## src/rtl/regfile_scoreboard.sv

```systemverilog
// Purpose : WIDTH x DEPTH register file, one full/half-word write port, two
//           combinational read ports, and a per-register pending-write scoreboard.
// Latency : write and issue land on the next rising edge; reads are combinational.
//           With REGFILE_BYPASS_EN defined, a write is visible on the read ports
//           in the same cycle.
// Backpressure: none; one write and one issue are accepted every cycle.
//
// Ports:
//   clk, rst            rising-edge clock, asynchronous active-high reset
//   wr_en/addr/data     writeback port
//   wr_mode             00 full, 01 low half, 10 high half, 11 full
//   iss_en/iss_addr     decode claims iss_addr as a pending destination
//   rd_addr1/2          read addresses
//   rd_data1/2          read data (register 0 always reads 0)
//   busy1/2             addressed register has an outstanding producer
//   wr_unclaimed        registered: the last write hit a non-pending, nonzero register
//
// Optional feature macro: REGFILE_BYPASS_EN (write-before-read bypass).
module regfile_scoreboard #(
  parameter int WIDTH = 16,
  parameter int DEPTH = 16
) (
  input  logic                     clk,
  input  logic                     rst,
  input  logic                     wr_en,
  input  logic [$clog2(DEPTH)-1:0] wr_addr,
  input  logic [WIDTH-1:0]         wr_data,
  input  logic [1:0]               wr_mode,
  input  logic                     iss_en,
  input  logic [$clog2(DEPTH)-1:0] iss_addr,
  input  logic [$clog2(DEPTH)-1:0] rd_addr1,
  input  logic [$clog2(DEPTH)-1:0] rd_addr2,
  output logic [WIDTH-1:0]         rd_data1,
  output logic [WIDTH-1:0]         rd_data2,
  output logic                     busy1,
  output logic                     busy2,
  output logic                     wr_unclaimed
);

  localparam int AW = $clog2(DEPTH);
  localparam int HW = WIDTH / 2;

  localparam logic [WIDTH-1:0] LO_MASK = {{(WIDTH - HW){1'b0}}, {HW{1'b1}}};
  localparam logic [WIDTH-1:0] HI_MASK = ~LO_MASK;

  // --------------------------------------------------------------------------
  // State
  // --------------------------------------------------------------------------
  logic [WIDTH-1:0] mem_q [DEPTH];
  logic [DEPTH-1:0] pend_q;
  logic [DEPTH-1:0] pend_d;
  logic             wr_unclaimed_q;
  logic             wr_unclaimed_d;

  // Write qualification: register 0 is hard-wired and never takes a write.
  logic             wr_act;
  logic             iss_act;
  logic [WIDTH-1:0] wr_mask;
  logic [WIDTH-1:0] wr_merged;

  assign wr_act  = wr_en  && (wr_addr  != '0);
  assign iss_act = iss_en && (iss_addr != '0);

  always_comb begin
    wr_mask = '1;
    unique case (wr_mode)
      2'b01:   wr_mask = LO_MASK;
      2'b10:   wr_mask = HI_MASK;
      default: wr_mask = '1;
    endcase
  end

  // Post-write value of the target register: selected bits from wr_data,
  // the rest kept. Shared by the storage update and the bypass path.
  assign wr_merged = (mem_q[wr_addr] & ~wr_mask) | (wr_data & wr_mask);

  // --------------------------------------------------------------------------
  // Register array
  // --------------------------------------------------------------------------
  always_ff @(posedge clk or posedge rst) begin
    if (rst) begin
      for (int i = 0; i < DEPTH; i++) begin
        mem_q[i] <= '0;
      end
    end else if (wr_act) begin
      mem_q[wr_addr] <= wr_merged;
    end
  end

  // --------------------------------------------------------------------------
  // Scoreboard. Issue is applied after the write clear so a new producer
  // claiming the register in the same cycle keeps it pending.
  // --------------------------------------------------------------------------
  always_comb begin
    pend_d = pend_q;
    if (wr_en) begin
      pend_d[wr_addr] = 1'b0;
    end
    if (iss_en) begin
      pend_d[iss_addr] = 1'b1;
    end
    pend_d[0] = 1'b0;
  end

  // pend_q is sampled before this edge's update.
  assign wr_unclaimed_d = wr_act && !pend_q[wr_addr];

  always_ff @(posedge clk or posedge rst) begin
    if (rst) begin
      pend_q         <= '0;
      wr_unclaimed_q <= 1'b0;
    end else begin
      pend_q         <= pend_d;
      wr_unclaimed_q <= wr_unclaimed_d;
    end
  end

  assign wr_unclaimed = wr_unclaimed_q;

  // --------------------------------------------------------------------------
  // Read ports
  // --------------------------------------------------------------------------
  logic [WIDTH-1:0] arr_data1;
  logic [WIDTH-1:0] arr_data2;
  logic             arr_busy1;
  logic             arr_busy2;

  assign arr_data1 = (rd_addr1 == '0) ? '0 : mem_q[rd_addr1];
  assign arr_data2 = (rd_addr2 == '0) ? '0 : mem_q[rd_addr2];
  assign arr_busy1 = (rd_addr1 != '0) && pend_q[rd_addr1];
  assign arr_busy2 = (rd_addr2 != '0) && pend_q[rd_addr2];

`ifdef REGFILE_BYPASS_EN
  // A write landing this cycle resolves the producer; only a fresh claim of
  // the same register in the same cycle keeps the reader stalled.
  logic hit1;
  logic hit2;

  assign hit1 = wr_act && (wr_addr == rd_addr1);
  assign hit2 = wr_act && (wr_addr == rd_addr2);

  assign rd_data1 = hit1 ? wr_merged : arr_data1;
  assign rd_data2 = hit2 ? wr_merged : arr_data2;
  assign busy1    = hit1 ? (iss_act && (iss_addr == rd_addr1)) : arr_busy1;
  assign busy2    = hit2 ? (iss_act && (iss_addr == rd_addr2)) : arr_busy2;
`else
  assign rd_data1 = arr_data1;
  assign rd_data2 = arr_data2;
  assign busy1    = arr_busy1;
  assign busy2    = arr_busy2;
`endif

endmodule
```

## config.mk

```make
export PLATFORM = sky130hd
export DESIGN_NAME = regfile_scoreboard
export DESIGN_NICKNAME = d
export VERILOG_FILES = /design/src/rtl/regfile_scoreboard.sv
export SDC_FILE = /design/constraint.sdc
export NUM_CORES = 1
export LEC_CHECK = 0
export CAP_MARGIN = 15
export CORE_MARGIN = 2
export CORE_UTILIZATION = 45
export CTS_CLUSTER_DIAMETER = 200
export DETAILED_ROUTE_END_ITERATION = 16
export GPL_ROUTABILITY_DRIVEN = 0
export SYNTH_ARGS = -nofsm -noshare
export SYNTH_HDL_FRONTEND = slang
export SYNTH_SLANG_ARGS = --single-unit
export TNS_END_PERCENT = 10
```

## constraint.sdc

```tcl
create_clock -name clk -period 14.18 [get_ports clk]
set_input_delay 2.836 -clock clk [delete_from_list [all_inputs] [get_ports clk]]
set_output_delay 2.836 -clock clk [all_outputs]
set_load 0.01 [all_outputs]
```

---- Word level (Yosys, flattened, before mapping) ----
Index checks and enable logic that the tools add are counted.
operators by class
  shifts and indexed selects .............. 0
  reduce and logical (&&, ||, !) cells .... 13
  bitwise logic cells ..................... 10
  add/subtract/negate cells ............... 0
  equality and inequality tests ........... 2
  magnitude comparators ................... 10
  $mul .................................... 0
  mux-type cells .......................... 27
  div/mod/pow operators ................... 0
operators by type and width
  operator                                                                number
  256-bit bitwise mux                                                     1
  16-bit binary-select mux with 4-bit select                              3
  16-bit two-way mux                                                      11
  16-bit demux with 4-bit select                                          1
  16-bit AND                                                              3
  16-bit NOT                                                              2
  16-bit OR                                                               2
  16-bit one-hot mux with 2 select lines                                  1
  4-bit by 5-bit < comparator with 1-bit output (second input constant)   4
  5-bit >= comparator (second input constant)                             3
  4-bit NOT with 5-bit output                                             3
  1-bit binary-select mux with 4-bit select                               3
  4-bit nonzero test                                                      3
  1-bit demux with 4-bit select                                           2
  4-bit by 1-bit >= comparator with 1-bit output (second input constant)  2
  4-bit zero test                                                         2
  1-bit logical AND                                                       7
  5-bit by 1-bit < comparator with 1-bit output (second input constant)   1
  1-bit two-way mux                                                       5
  2-bit by 1-bit equality test with 1-bit output (second input constant)  1
  2-bit equality test (second input constant)                             1
  1-bit zero test                                                         1
storage, ports and cells
  input port bits ......................... 38
  logic and storage cells ................. 80
  output and inout port bits .............. 35
  memories kept ........................... 0
  memory bits (writable) .................. 0
  bits in latches ......................... 0
  bits in registers ....................... 272
  bits in read-only memories .............. 0

---- Longest topological paths before layout ----
Gate-level depths: netlist of the first run.
  word-level depth ........................ 9
  mapped depth ............................ 9
  depth with buffers taken out ............ 4

---- Worst setup path after synthesis of the first run ----
Ideal clock, no wire load.
  kind .................................... input port to output port
  from .................................... input port rd_addr2[0]
  to ...................................... output port rd_data2[15]
  buffers on the path ..................... 2
  path slack .............................. 7066 ps
  data arrival time ....................... 4278 ps
  stages on the path ...................... 6
  cell sequence ........................... buf_2 -> buf_2 -> mux4_2 -> mux2_2 -> nand2_1 -> o21ai_0
on the way
  longest elaborated chain between the ends .. 5
ends and longest elaborated chain
  item                                                    RTL line  source
  start: declaration                                      32        input logic [$clog2(DEPTH)-1:0] rd_addr2,
  4-bit NOT with 5-bit output (not written as such)       129       assign arr_data2 = (rd_addr2 == '0) ? '0 : mem_q[rd_addr2];
  16-bit binary-select mux with 4-bit select              129
  16-bit two-way mux (not written as such) (2 in series)  129
  16-bit two-way mux *                                    129
  end: declaration                                        34        output logic [WIDTH-1:0] rd_data2,
Every way passes the cells marked *; elsewhere a longest branch is shown, timed or not. The select of a mux whose other input is x is not followed.

---- Worst setup path in the final report of the first run ----
  from .................................... input port rd_addr1[0]
  to ...................................... output port rd_data1[11]
on the way
  longest elaborated chain between the ends .. 5
ends and longest elaborated chain
  item                                                    RTL line  source
  start: declaration                                      31        input logic [$clog2(DEPTH)-1:0] rd_addr1,
  4-bit NOT with 5-bit output (not written as such)       128       assign arr_data1 = (rd_addr1 == '0) ? '0 : mem_q[rd_addr1];
  16-bit binary-select mux with 4-bit select              128
  16-bit two-way mux (not written as such) (2 in series)  128
  16-bit two-way mux *                                    128
  end: declaration                                        33        output logic [WIDTH-1:0] rd_data1,
Marked as above.

==> impl_summary.txt, run 1 <==
----------------------------------------------------
[Power and ir drop]
  Net switching power ... approximately 0.85 mW
  Power Internal ... 1.85 mW
  Combinational cell fraction of total power ... 0.273
  Worst-case vdd ir drop ... about 0.097 mV
  Clock share of power ... 0.311
  Share of power burned in registers ... 0.416
  Standby leakage power ... a little under 8 nW
  Power density normalized to cell area ... about 140 nW/um2
  Switching part of the total ... 0.316

[Layout]
  Layout area overhead ... 9.44%
  Fillers ... between 3k and 4k
  Total Nets Final ... 1551
  Area occupied by multi-input gates ... 9240 um2
  Antenna Diode Count ... 0
  Share of cells above drive strength 1 ... 0.249
  Final cell area excluding filler cells ... ~19000 um2
  Non-filler cells in the finished layout ... about 2.0k
  FF+latch area ... roughly 7000 um2

[Detailed routing]
  Number of violations reported at the end of detailed-routing iteration 0 ... between 1k and 1.5k
  Wire per inst ... 27.3 um
  Number of antenna-violating nets in the routed design ... 0
  First-pass iteration count of the detailed router ... 7
  DR DRC count ... 0
  Total wire length ... approximately 56 mm
  Via count of the routed design ... around 13k
  Via-to-Cell Ratio ... roughly 6.4

[Synthesis]
  Dominant combinational cell family by area after synthesis ... multiplexers
  Total of warnings raised by yosys ... 0
  Synth Area per Inst ... 11.1 um2
  Area fraction in compound gates after synthesis ... 0.160
  EDFF count, synth ... 0
  Most area-consuming cells after synthesis ... sky130_fd_sc_hd__dfrtp_1 (40%), sky130_fd_sc_hd__mux4_2 (16%), sky130_fd_sc_hd__mux2i_1 (5.4%)
  Most instantiated cells after synthesis ... sky130_fd_sc_hd__dfrtp_1 (272), sky130_fd_sc_hd__nand2_1 (169), sky130_fd_sc_hd__mux4_2 (123)
  Post-Syn Area ... 17200 um2
  Share of synthesized area occupied by flip-flops and latches ... 0.396
  Area fraction of the dominant cell type after synthesis ... 0.396
  Adder and majority gate portion of the synthesized area ... 0
  Fraction of synthesis flops using an asynchronous set or reset pin ... 1.00
  Count of different cell masters after synthesis ... 46
  Most area-hungry cell type in the Yosys netlist ... sky130_fd_sc_hd__dfrtp_1
  Number of nets in the synthesized netlist ... 1589
  Flip-flop and latch count after synthesis ... 272
  Instance count of the mapped netlist ... approximately 1.6k
  Share of synthesized area spent on multiplexers ... 0.281
  Most frequent cell after synthesis ... sky130_fd_sc_hd__dfrtp_1
  Simple-gate portion of the synthesized area ... 0.0955
  Synth Area in XOR/XNOR ... 0
  Most used flip-flop cell after synthesis ... sky130_fd_sc_hd__dfrtp_1

[Setup path]
  Maximum fanout count along the critical path ... 52
  Kind of capture point of the worst setup path ... primary output
  Critical Path Start Type ... primary input
  Req. time, crit path ... roughly 11 ns
  Data arrival time of the critical path ... 5.97 ns
  Category of the critical setup timing path ... in -> out
  FF-to-FF path depth ... 4

[STA]
  Headroom to the max-slew limit ... 0.188
  Max Fclk ... 0.114 GHz
  Final hold violations ... 0
  Fin Setup TNS ... 0 ns
  Largest clock skew in the final design ... approximately 0.029 ns
  Post-route minimum period ... a little under 9 ns
  Fin crit share ... 0.621
  Slew @ Worst Pin ... 1.22 ns
  Final number of setup-violating endpoints ... 0
  Setup repair after global routing missed its margin ... false
  Final Max Tran Viols ... 0

[Clock tree]
  Hold buffer count at CTS ... 0
  Post-CTS repair timing setup buffer count ... 0
  CTS tree ... built
  Maximum level of the CTS H-tree ... 1
  TritonCTS Buffers ... 30
  Maximum root-to-sink buffer count ... 3
  CTS Sinks ... approximately 270
  Insertion delay to the later sink of the worst-skew pair ... around 0.59 ns
  Clk pin slew, worst setup/hold paths ... around 0.06 ns
  Master cell of the clock root buffer ... sky130_fd_sc_hd__clkbuf_16
  CTS-repair resized insts ... 0

[Floorplanning]
  Placement Rows ... 71
  CORE AREA ... ~38000 um2
  Top-level port count ... 73
  DIE HEIGHT ... 199 um
  Die outline width ... approximately 200 um
  Die Outline Area ... 39800 um2
  Starting density of the core ... 0.456

[Placed design]
  Count of buffers from port buffering ... 72
  Placed wire-length estimate ... around 33 mm
  Number of cells after detailed placement ... 1991
  Cell Area, Placed ... 17700 um2

[Hold path]
  Min-Delay Path Depth ... 0
  Type of the tightest min-delay check ... reg -> reg

[Global route]
  Overall overflow remaining after global route ... 0
  Wire length of the first global-routing pass ... roughly 84 mm
  Number of global-route vias before repair ... roughly 13k
  Global-route usage over all layers ... 0.288
  Antenna violations before repair ... 0
  Maximum number of pins on one net before global-route repair ... 134

[Outcome]
  Run status ... completed

[Flow run]
  Number of max-cap violations ... 0

----------------------------------------------------
==> state kept, by name, indices dropped and copies added (netlist names) <==
| signal | count |
|---|---|
| mem_q | 256 |
| wr_unclaimed | 1 |
| pend_q | 15 |
==> metrics by stage <==
stage	power [mW]	worst slack [ns]	hold slack, ns	utilization
after floorplan	1.64	3.85	0.428	-
after global placement	1.84	5.40	0.365	0.471
after detailed placement	1.86	5.32	0.365	0.471
after CTS	2.70	5.32	0.378	0.499
after global routing	2.84	5.20	0.391	0.499
final	2.70	5.37	0.377	0.499
==> power groups by stage <==
| stage | sequential, mW | combinational (mW) | clock [mW] |
|---|---|---|---|
| after global routing | 1.15 | 0.804 | 0.884 |
| after detailed placement | 1.13 | 0.733 | 0 |
| final | 1.12 | 0.737 | 0.840 |
| after floorplan | 1.07 | 0.571 | 0 |
| after global placement | 1.12 | 0.719 | 0 |
| after CTS | 1.12 | 0.736 | 0.851 |
==> path summary, 6_finish.rpt <==
kind,start,end,slack (ns)
min in group asynchronous,rst,mem_q[60]$_DFFE_PP0P_,2.86
worst max register to register,mem_q[63]$_DFFE_PP0P_,mem_q[143]$_DFFE_PP0P_,12.38
worst min-delay path,mem_q[245]$_DFFE_PP0P_,mem_q[245]$_DFFE_PP0P_,0.38
max in group asynchronous,rst,mem_q[240]$_DFFE_PP0P_,9.66
worst min register to register,mem_q[245]$_DFFE_PP0P_,mem_q[245]$_DFFE_PP0P_,0.38
worst max-delay path,rd_addr1[0],rd_data1[11],5.37
==> layer usage <==
layer | part of all wire | vias up | track usage
li1 | - | 5755 | -
met1 | 0.41 | 6616 | 0.385
met2 | 0.47 | 618 | 0.468
met3 | 0.074 | 160 | 0.0449
met4 | 0.046 | 0 | 0.120
met5 | 0 | - | 0
==> cells by family after synthesis <==
group / Yosys count
mux: 313
buf+inv: 201
compound gates: 405
simple gates: 360
flops: 272
==> critical path, cell delays in order <==
cell and delay (ns):
sky130_fd_sc_hd__buf_4 0.23, sky130_fd_sc_hd__buf_4 0.46, sky130_fd_sc_hd__nor2b_2 0.44, sky130_fd_sc_hd__buf_4 0.38, sky130_fd_sc_hd__a221o_1 0.25, sky130_fd_sc_hd__a21oi_1 0.08, sky130_fd_sc_hd__a21oi_1 0.57, sky130_fd_sc_hd__clkdlybuf4s50_1 0.67
==> area by class of cell <==
type / count / share of cell area
Multi-Input combinational cell: 1078 / 0.491
Sequential cell: 272 / 0.362
Timing Repair Buffer: 107 / 0.0520
Clock buffer: 39 / 0.0444
Tap cell: 511 / 0.0340
Clock inverter: 16 / 0.0110
Inverter: 24 / 0.00519
==> layout by cell type (no fill, tap or decap), types with 23 or more instances in the layout <==
cell,netlist,layout
sky130_fd_sc_hd__a21oi_1,51,51
sky130_fd_sc_hd__clkbuf_16,0,31
sky130_fd_sc_hd__dfrtp_1,272,272
sky130_fd_sc_hd__mux2_2,81,81
sky130_fd_sc_hd__inv_1,24,23
sky130_fd_sc_hd__nand2b_1,24,24
sky130_fd_sc_hd__a31oi_1,112,112
sky130_fd_sc_hd__nand2_1,169,169
sky130_fd_sc_hd__buf_4,15,37
sky130_fd_sc_hd__clkdlybuf4s50_1,0,63
sky130_fd_sc_hd__mux4_2,123,123
sky130_fd_sc_hd__o21ai_1,68,68
sky130_fd_sc_hd__nor2_1,113,112
sky130_fd_sc_hd__o21ai_0,82,82
sky130_fd_sc_hd__mux2i_1,93,93
Note: power is estimated with default switching activity, not from simulation.
==> inputs of run 2 (changes only) <==
Clock period 14.18 ns to 8.59 ns, I/O delays scaled along.
==> run 2 against run 1 <==
  * First-iteration DRC count is 16% higher
  * Clock skew is 0.019 ns lower
  * Final area shrank 0.21%
  * Critical path depth fell by 1
  * Largest cell class unchanged
  * Non-clock buffer count decreased by 3
==> impl_summary.txt, run 2 (synthesis results as in run 1) <==
----------------------------------------------------
[Setup path]
  Critical register-to-register path endpoint ... mem_q[14]$_DFFE_PP0P_
  Critical Path Start Type ... primary input
  Maximum fanout count along the critical path ... 33 (-37%)
  Minimum setup slack among reg-to-reg paths ... 6.81 ns (-5.57 ns)
  Worst reg2reg path startpoint ... mem_q[62]$_DFFE_PP0P_
  Category of the critical setup timing path ... in -> out
  Critical Path Sink ... rd_data1[1]
  Req. time, crit path ... 6.87 ns (-4.47 ns)
  Data arrival time of the critical path ... 4.46 ns (-1.51 ns)
  FF-to-FF path depth ... 4 (unchanged)
  Kind of capture point of the worst setup path ... primary output
  Worst setup path start ... rd_addr1[1]

[Layout]
  Fillers ... 3417 (+0.15%)
  Share of cells above drive strength 1 ... 0.251 (+0.00228)
  Antenna Diode Count ... 0 (unchanged)
  Commonest cells after routing, fill and taps aside ... sky130_fd_sc_hd__dfrtp_1 (272), sky130_fd_sc_hd__nand2_1 (169), sky130_fd_sc_hd__mux4_2 (123)
  Register with the most flip-flops ... mem_q
  Total Nets Final ... 1548 (-0.19%)
  Final cell area excluding filler cells ... 18800 um2 (-0.21%)
  Flip-flop count of the largest register after layout ... 256 (unchanged)
  Layout area overhead ... 9.22%
  Most common cell after layout, fill and taps aside ... sky130_fd_sc_hd__dfrtp_1

[Power and ir drop]
  Total power consumption of the routed design ... 4.42 mW (+64%)
  Combinational cell fraction of total power ... 0.273 (about the same)
  Worst-case vdd ir drop ... 0.157 mV (+62%)
  Power density normalized to cell area ... 236 nW/um2 (+64%)
  Power Internal ... 3.02 mW (+64%)
  Standby leakage power ... 7.72 nW (-0.25%)
  Switching part of the total ... 0.317 (+0.000841)
  Net switching power ... 1.40 mW (+64%)
  Clock share of power ... 0.307 (-0.004)
  Share of power burned in registers ... 0.420 (+0.004)

[STA]
  Final number of setup-violating endpoints ... 0 (unchanged)
  Post-route minimum period ... 6.18 ns
  Max Fclk ... about 0.16 GHz
  Final hold violations ... 0 (unchanged)
  Headroom to the max-slew limit ... 0.255 (+0.0668)
  Fin crit share ... 0.720
  Fin Setup TNS ... 0 ns (unchanged)
  Slew @ Worst Pin ... 1.12 ns (-0.100 ns)
  Setup repair after global routing missed its margin ... false
  Largest clock skew in the final design ... 0.00953 ns (-0.0191 ns)
  Final Max Tran Viols ... 0 (unchanged)

[Clock tree]
  CTS Sinks ... 272 (unchanged)
  Maximum root-to-sink buffer count ... 3 (unchanged)
  CTS tree ... built
  CTS-repair resized insts ... 0 (unchanged)
  Hold buffer count at CTS ... 0 (unchanged)
  Maximum level of the CTS H-tree ... 1 (unchanged)
  TritonCTS Buffers ... 30 (unchanged)
  Clk pin slew, worst setup/hold paths ... 0.07 ns (about the same)
  Master cell of the clock root buffer ... sky130_fd_sc_hd__clkbuf_16
  Insertion delay to the later sink of the worst-skew pair ... 0.58 ns (about the same)
  Post-CTS repair timing setup buffer count ... 0 (unchanged)

[Placed design]
  Count of buffers from port buffering ... 72 (unchanged)
  Cell Area, Placed ... 17700 um2 (about the same)
  Placed wire-length estimate ... 32.2 mm (-3.0%)

[Detailed routing]
  Total wire length ... 53.8 mm (-3.7%)
  DR DRC count ... 0 (unchanged)
  Via-to-Cell Ratio ... 6.45 (+0.41%)
  Number of violations reported at the end of detailed-routing iteration 0 ... 1427 (+16%)
  Wire per inst ... 26.3 um (-3.6%)
  Number of antenna-violating nets in the routed design ... 0 (unchanged)
  First-pass iteration count of the detailed router ... 6 (-1)
  Via count of the routed design ... 13.2k (+0.31%)

[Global route]
  Wire length of the first global-routing pass ... 83.0 mm (-1.5%)
  Overall overflow remaining after global route ... 0 (unchanged)
  Global-route usage over all layers ... 0.280 (-0.00775)
  Maximum number of pins on one net before global-route repair ... 163 (+22%)
  Antenna violations before repair ... 1 (+1)
  Number of global-route vias before repair ... 13.0k (-0.74%)

[Floorplanning]
  DIE HEIGHT ... 199 um (unchanged)
  CORE AREA ... 37700 um2 (unchanged)
  Starting density of the core ... 0.456 (unchanged)
  Top-level port count ... 73 (unchanged)
  Die outline width ... 199 um (unchanged)
  Die Outline Area ... 39800 um2 (unchanged)
  Placement Rows ... 71 (unchanged)

[Outcome]
  Run status ... completed

[Hold path]
  Type of the tightest min-delay check ... reg -> reg

[Flow run]
  Number of max-cap violations ... 0 (unchanged)

----------------------------------------------------
==> run 2: cell types whose count changed in the layout (fill, tap and decap cells not counted), moves of 2 or more <==
cell | previous run | this run
sky130_fd_sc_hd__clkbuf_8 | 3 | 7
sky130_fd_sc_hd__clkbuf_1 | 5 | 3
sky130_fd_sc_hd__buf_4 | 37 | 35
sky130_fd_sc_hd__bufinv_16 | 5 | 3
sky130_fd_sc_hd__clkinv_2 | 10 | 12
==> run 2: per-layer routing <==
layer,up-vias,share of wire,GRT usage
li1,5761,-,-
met1,6740,0.43,0.399
met2,551,0.46,0.438
met3,134,0.070,0.0381
met4,4,0.035,0.103
met5,-,0.00071,0
==> run 2: metrics by stage <==
step / hold WS (ns) / instances / util / worst slack (ns)
2_1_floorplan: 0.428 / 1551 / - / 3.28
3_3_place_gp: 0.365 / 1989 / 0.471 / 2.44
3_5_place_dp: 0.367 / 1989 / 0.471 / 2.39
4_1_cts: 0.381 / 2045 / 0.498 / 2.39
5_1_grt: 0.397 / 2045 / 0.498 / 2.26
6_report: 0.385 / 2045 / 0.498 / 2.41
==> run 2: cell type report <==
cell class              instances  area (um2)  share of cell area
flip-flops and latches        272        6810               0.363
repair buffers                104         945              0.0503
well taps                     511         639              0.0341
multi-input cells            1078        9250               0.493
clock buffers                  41         883              0.0471
inverters                      24        93.8             0.00500
clock inverters                15         150             0.00800
==> run 2: worst max-delay path: stages <==
cell and delay [ns]:
sky130_fd_sc_hd__buf_2 0.50, sky130_fd_sc_hd__buf_4 0.64, sky130_fd_sc_hd__mux2_2 0.40, sky130_fd_sc_hd__a221o_1 0.29, sky130_fd_sc_hd__a21oi_1 0.16, sky130_fd_sc_hd__a21oi_1 0.13
sky130_fd_sc_hd__clkdlybuf4s50_1 0.58
==> run 2: power by group through the flow <==
stage               clock (mW)  sequential (mW)  combinational, mW
CTS                       1.37             1.85               1.21
global route              1.43             1.90               1.32
floorplan                    0             1.77              0.942
finish                    1.36             1.86               1.21
detailed placement           0             1.87               1.21
global placement             0             1.86               1.18
==> run 2: how the worst min path moves through the flow <==
stage | from | endpoint | slack (ns) | depth (start not counted)
2_1_floorplan | mem_q[240]$_DFFE_PP0P_ | mem_q[240]$_DFFE_PP0P_ | 0.43 | 1
3_3_place_gp | mem_q[243]$_DFFE_PP0P_ | mem_q[243]$_DFFE_PP0P_ | 0.36 | 0
3_5_place_dp | mem_q[243]$_DFFE_PP0P_ | mem_q[243]$_DFFE_PP0P_ | 0.37 | 0
4_1_cts | mem_q[240]$_DFFE_PP0P_ | mem_q[240]$_DFFE_PP0P_ | 0.38 | 0
5_1_grt | mem_q[243]$_DFFE_PP0P_ | mem_q[243]$_DFFE_PP0P_ | 0.40 | 0
6_report | mem_q[243]$_DFFE_PP0P_ | mem_q[243]$_DFFE_PP0P_ | 0.38 | 0
